$ cat src/rtl/elevator_call_scheduler.sv
// SCAN call scheduler: latches floor calls, steers the motion FSM's requested floor,
// and holds a door dwell at each stop. Outputs are registered; busy is derived from registered state.
module elevator_call_scheduler #(
  parameter int          NUM_FLOORS   = 10,
  parameter int unsigned DWELL_CYCLES = 32'd20000000
) (
  input  logic                  clk,
  input  logic                  rst_n,
  input  logic [NUM_FLOORS-1:0] call_req,
  input  logic [3:0]            current_floor,
  input  logic                  car_idle,
  output logic [3:0]            target_floor,
  output logic [NUM_FLOORS-1:0] pending,
  output logic                  dir_up,
  output logic                  door_open,
  output logic                  busy
);

  typedef enum logic [1:0] {S_IDLE, S_SERVE_UP, S_SERVE_DOWN, S_DOOR} state_t;

  localparam logic [4:0] NF5 = 5'(NUM_FLOORS);

  state_t                  state_q;
  logic [NUM_FLOORS-1:0]   pending_q, pending_d;
  logic [3:0]              target_q;
  logic                    dir_up_q;
  logic                    door_q;
  logic [31:0]             cnt_q;

  logic [4:0]              cur5;
  logic                    cur_valid;
  logic [NUM_FLOORS-1:0]   cur_oh;
  logic                    above, below, here;
  logic [3:0]              min_above, max_below;
  logic [4:0]              dist_up, dist_dn;
  logic                    go_up;
  logic                    arrive;
  logic                    clr_en;
  logic                    door_press;

  assign cur5      = {1'b0, current_floor};
  assign cur_valid = (cur5 < NF5);
  assign cur_oh    = cur_valid ? (NUM_FLOORS'(1) << current_floor) : '0;
  assign here      = |(pending_q & cur_oh);

  // An out-of-range floor is above every served floor, so all pending calls land in "below".
  always_comb begin
    above     = 1'b0;
    min_above = 4'd0;
    for (int i = NUM_FLOORS - 1; i >= 0; i--) begin
      if (pending_q[i] && (5'(i) > cur5)) begin
        above     = 1'b1;
        min_above = 4'(i);
      end
    end
  end

  always_comb begin
    below     = 1'b0;
    max_below = 4'd0;
    for (int i = 0; i < NUM_FLOORS; i++) begin
      if (pending_q[i] && (5'(i) < cur5)) begin
        below     = 1'b1;
        max_below = 4'(i);
      end
    end
  end

  assign dist_up = {1'b0, min_above} - cur5;
  assign dist_dn = cur5 - {1'b0, max_below};
  assign go_up   = above && (!below || (dist_up <= dist_dn));

  assign arrive = car_idle && here && (current_floor == target_q);

  // Door-floor presses are swallowed while the door is open so the stop is not re-queued.
  always_comb begin
    clr_en = 1'b0;
    case (state_q)
      S_IDLE:       clr_en = here;
      S_SERVE_UP,
      S_SERVE_DOWN: clr_en = arrive;
      S_DOOR:       clr_en = 1'b1;
      default:      clr_en = 1'b0;
    endcase
  end

  assign pending_d  = (pending_q | call_req) & ~(clr_en ? cur_oh : '0);
  assign door_press = |(call_req & cur_oh);

  always_ff @(posedge clk or negedge rst_n) begin
    if (!rst_n) begin
      state_q   <= S_IDLE;
      pending_q <= '0;
      target_q  <= 4'd0;
      dir_up_q  <= 1'b1;
      door_q    <= 1'b0;
      cnt_q     <= 32'd0;
    end else begin
      pending_q <= pending_d;
      case (state_q)
        S_IDLE: begin
          if (pending_q == '0) begin
            target_q <= cur_valid ? current_floor : 4'(NUM_FLOORS - 1);
          end else if (here) begin
            target_q <= current_floor;
            door_q   <= 1'b1;
            cnt_q    <= 32'd0;
            state_q  <= S_DOOR;
          end else if (go_up) begin
            target_q <= min_above;
            dir_up_q <= 1'b1;
            state_q  <= S_SERVE_UP;
          end else begin
            target_q <= max_below;
            dir_up_q <= 1'b0;
            state_q  <= S_SERVE_DOWN;
          end
        end
        S_SERVE_UP: begin
          if (arrive) begin
            door_q  <= 1'b1;
            cnt_q   <= 32'd0;
            state_q <= S_DOOR;
          end else if (above) begin
            target_q <= min_above;
          end else if (here) begin
            target_q <= current_floor;
          end else if (below) begin
            dir_up_q <= 1'b0;
            state_q  <= S_SERVE_DOWN;
          end else begin
            state_q <= S_IDLE;
          end
        end
        S_SERVE_DOWN: begin
          if (arrive) begin
            door_q  <= 1'b1;
            cnt_q   <= 32'd0;
            state_q <= S_DOOR;
          end else if (below) begin
            target_q <= max_below;
          end else if (here) begin
            target_q <= current_floor;
          end else if (above) begin
            dir_up_q <= 1'b1;
            state_q  <= S_SERVE_UP;
          end else begin
            state_q <= S_IDLE;
          end
        end
        S_DOOR: begin
          if (door_press) begin
            cnt_q <= 32'd0;
          end else if (cnt_q == DWELL_CYCLES - 32'd1) begin
            door_q  <= 1'b0;
            cnt_q   <= 32'd0;
            state_q <= dir_up_q ? S_SERVE_UP : S_SERVE_DOWN;
          end else begin
            cnt_q <= cnt_q + 32'd1;
          end
        end
        default: state_q <= S_IDLE;
      endcase
    end
  end

  assign target_floor = target_q;
  assign pending      = pending_q;
  assign dir_up       = dir_up_q;
  assign door_open    = door_q;
  assign busy         = (state_q != S_IDLE) || (pending_q != '0);

endmodule

$ cat config.mk
export PLATFORM = sky130hd
export DESIGN_NAME = elevator_call_scheduler
export DESIGN_NICKNAME = d
export VERILOG_FILES = /design/src/rtl/elevator_call_scheduler.sv
export SDC_FILE = /design/constraint.sdc
export NUM_CORES = 1
export LEC_CHECK = 0
export BUFFER_PORTS_ARGS = -buffer_cell sky130_fd_sc_hd__buf_2
export CORE_MARGIN = 2
export CORE_UTILIZATION = 50
export DETAILED_ROUTE_END_ITERATION = 8
export PLACE_DENSITY = 0.73
export SLEW_MARGIN = 20
export SYNTH_ARGS = -nofsm -noshare
export SYNTH_HDL_FRONTEND = slang
export SYNTH_SLANG_ARGS = --single-unit
$ cat constraint.sdc
create_clock -name clk -period 3.6 [get_ports clk]
set_input_delay 0.72 -clock clk [delete_from_list [all_inputs] [get_ports clk]]
set_output_delay 0.72 -clock clk [all_outputs]
set_load 0.03 [all_outputs]
==> key figures <==
Power and ir drop
  – P_sw: 1.29 mW
  – Post-layout power: 2.83 mW
  – P_int: 1.54 mW
  – Peak supply drop: 0.249 mV
  – Sw frac: 45.7%
  – Sequential share of power: 25.0%
  – Pwr dens: 519 mW/mm2
  – Clock share of power: 14.1%
  – Gate power share: 60.9%
  – Leak: 2.28 nW

Finish
  – Area grow syn2layout: 23.6%
  – Final Cell Area: 0.00544 mm2
  – Layout cell share with drive strength beyond 1: 34.5%
  – Post-route insts no fill: 691
  – Nets: 620
  – Diodes inserted: 0
  – Fin util: 63.0%

Logic synthesis
  – Mapped Cells: 491
  – Top cells by area, synth: dfrtp_1 28%, ha_1 5.4%, nor2_1 3.2%
  – Syn nets: 529
  – Cell taking the most area after synthesis: dfrtp_1
  – Share of the synthesized area in the top cell type: 27.8%
  – Sequential area share after synthesis: 28.4%
  – Post-synth ARST share: 100%
  – Avg Inst Size Synth: 8.97 um2
  – #FFs+latches synth: 50
  – Post-synth EDFFs: 0
  – Synth top cells by count: 49 x dfrtp_1, 38 x nor2_1, 30 x nand2_1
  – Count of different cell masters after synthesis: 88
  – Syn Std Cell Area: 0.00440 mm2
  – Most frequent cell after synthesis: dfrtp_1
  – Main synth FF type: dfrtp_1
  – Yosys warns: 0

Drt
  – Via Count: 4230
  – DRT iter0 DRCs: 279
  – DR WL/cell: 17.5 um
  – Antenna Nets Post-Route: 0
  – Pre-antenna DRT Iters: 5
  – DRC viols: 0
  – Drt total wl: 12.1 mm
  – Vias per cell: 6.12

Timing
  – Worst Skew: 13.6 ps
  – Slew headroom: 54.8%
  – Minimum clock period: 3820 ps
  – Max-slew violations: 0
  – Slew at the pin with the worst max-slew slack: 670 ps
  – Final hold vios: 0
  – Setup violations, final: 7
  – RSZ-0062 raised after global routing: yes
  – Final Cycle Share: 106%
  – Final worst setup slack: -218 ps
  – Max Fclk: 0.262 GHz

Run status
  – Violated checks: negative setup slack
  – Status: complete, but fails checks

Place
  – Routability cong.: 0.964
  – Dpl cell area: 0.00506 mm2
  – IO Port Bufs: 33
  – Placed insts: 675
  – Final HPWL DP: 9.20 mm

Worst setup path
  – Reg-to-reg slack, setup: -100 ps
  – CP max FO: 8
  – WP data required: 3840 ps
  – CP Class: primary input to flip-flop
  – Critical path's top delay family: compound AO/OA/AOI/OAI gates
  – Arrival @ worst endpoint: 4060 ps
  – Crit-path max cell delay: 460 ps
  – Crit path launch: current_floor[2]
  – Startpoint Class: primary input
  – Critical-path top delay cell: fa_2
  – Worst Setup End Kind: flip-flop
  – Worst r2r src: pending[7]
  – Buffers and inverters on the worst path: 1
  – Cells along the critical path: buf_12 -> o31ai_4 -> nand3_1 -> a221o_1 -> a32oi_2 -> ha_2 -> fa_2 -> ha_4 -> nor2b_4 -> o211ai_1 -> a31o_2 -> or2_4 -> a221o_1 -> a32oi_1 -> mux2_4
  – R2R Path End: target_floor[3]
  – Crit-path most repeated cell: a221o_1
  – R2R depth: 15

Floorplan
  – Die Span Y: 97.9 um
  – Die Footprint: 0.00958 mm2
  – Num ports: 34
  – Row Count: 34
  – Die width: 97.9 um
  – Core area: 0.00864 mm2
  – Initial Util: 51.0%

Min path
  – Worst Hold Class: primary input to asynchronous set/reset pin

Clock network
  – Clock Path Buffers: 2
  – Root Buffer: clkbuf_8
  – CTS tree: done
  – Latest clock arrival within the worst-skew pair: 300 ps
  – CTS Buf Count: 5
  – CTS sink cnt: 50
  – H-tree depth: 2
  – Clk slew on worst S/H paths: 100 ps

Global routing
  – Vias in the first global route: 4367
  – Largest net degree at the start of global routing: 31
  – Initial antenna violation count: 0
  – Tot GR Track Use: 25.9%
  – Global-route wire length before repair: 20.8 mm
  – Total grt overflow: 0

Flow run
  – Max_cap viols: 0
worst max-delay path by stage:
stage,end,slack (ps),cells after the start
finish,target_floor[3],-220,15
global route,target_floor[0],-320,16
CTS,target_floor[3],-170,15
detailed placement,target_floor[3],-660,19
global placement,target_floor[3],-530,19
floorplan,target_floor[3],-570,17
metal layers:
| layer | share of wire (%) | track usage (%) | up-vias |
|---|---|---|---|
| li1 | - | - | 2018 |
| met2 | 49 | 43.3 | 130 |
| met4 | 2.5 | 9.19 | 0 |
| met3 | 5.0 | 4.01 | 28 |
| met1 | 43 | 34.1 | 2054 |
| met5 | 0 | 0 | - |
power by group through the flow:
stage	Sequential (mW)	Clock (mW)	Combinational, mW
detailed placement	0.714	0	1.61
finish	0.708	0.398	1.72
CTS	0.705	0.407	1.68
global placement	0.713	0	1.58
floorplan	0.772	0	1.18
global route	0.718	0.426	1.88
sequential cells by signal, indices dropped and copies added (netlist names):
register      cells
pending          10
target_floor      4
dir_up            1
state_q           2
cnt_q            32
door_open         1
timing repair:
action / CTS / global route
pin swaps: 17 / 15
endpoints found under the setup margin: 7 / 7
resized for setup: 33 / 21
hold buffers: 0 / 0
buffers inserted: 3 / 6
layout make-up:
cell class / instances / area, um2
clock buffer: 6 / 72.6
timing repair buffer: 114 / 822
multi-input combinational: 388 / 3040
tap: 108 / 135
fill: 732 / 3190
sequential: 50 / 1250
inverter: 23 / 86.3
clock inverter: 2 / 37.5
cell usage in the layout (no fill, tap or decap), drive strengths merged, types with 9 or more instances in the layout:
cell type and n:
nand3 18, nor2 51, a31oi 9, and3 12, a21oi 21, nand2 30
o21ai 32, o31ai 12, o211ai 9, inv 23, nor2b 9, dfrtp 49
buf 114, xor2 16, ha 19, nand2b 11
cells by family after synthesis:
group                      share of synthesized area, %
and+or+nand+nor                                    25.3
xor gates and xnor gates                           3.78
DFF                                                28.4
adders and majority gates                          6.31
AOI/OAI and AO/OA                                  25.1
muxes                                              4.32
buffers and inverters                              6.82
per-stage QoR:
| step | worst slack [ps] | TNS [ps] | hold slack [ps] |
|---|---|---|---|
| after detailed placement | -656 | -3950 | 503 |
| after global routing | -316 | -1610 | 402 |
| after CTS | -170 | -616 | 372 |
| final | -218 | -968 | 351 |
| after global placement | -534 | -3230 | 494 |
| after floorplan | -568 | -2560 | 424 |
(Power assumes the default switching activity.)
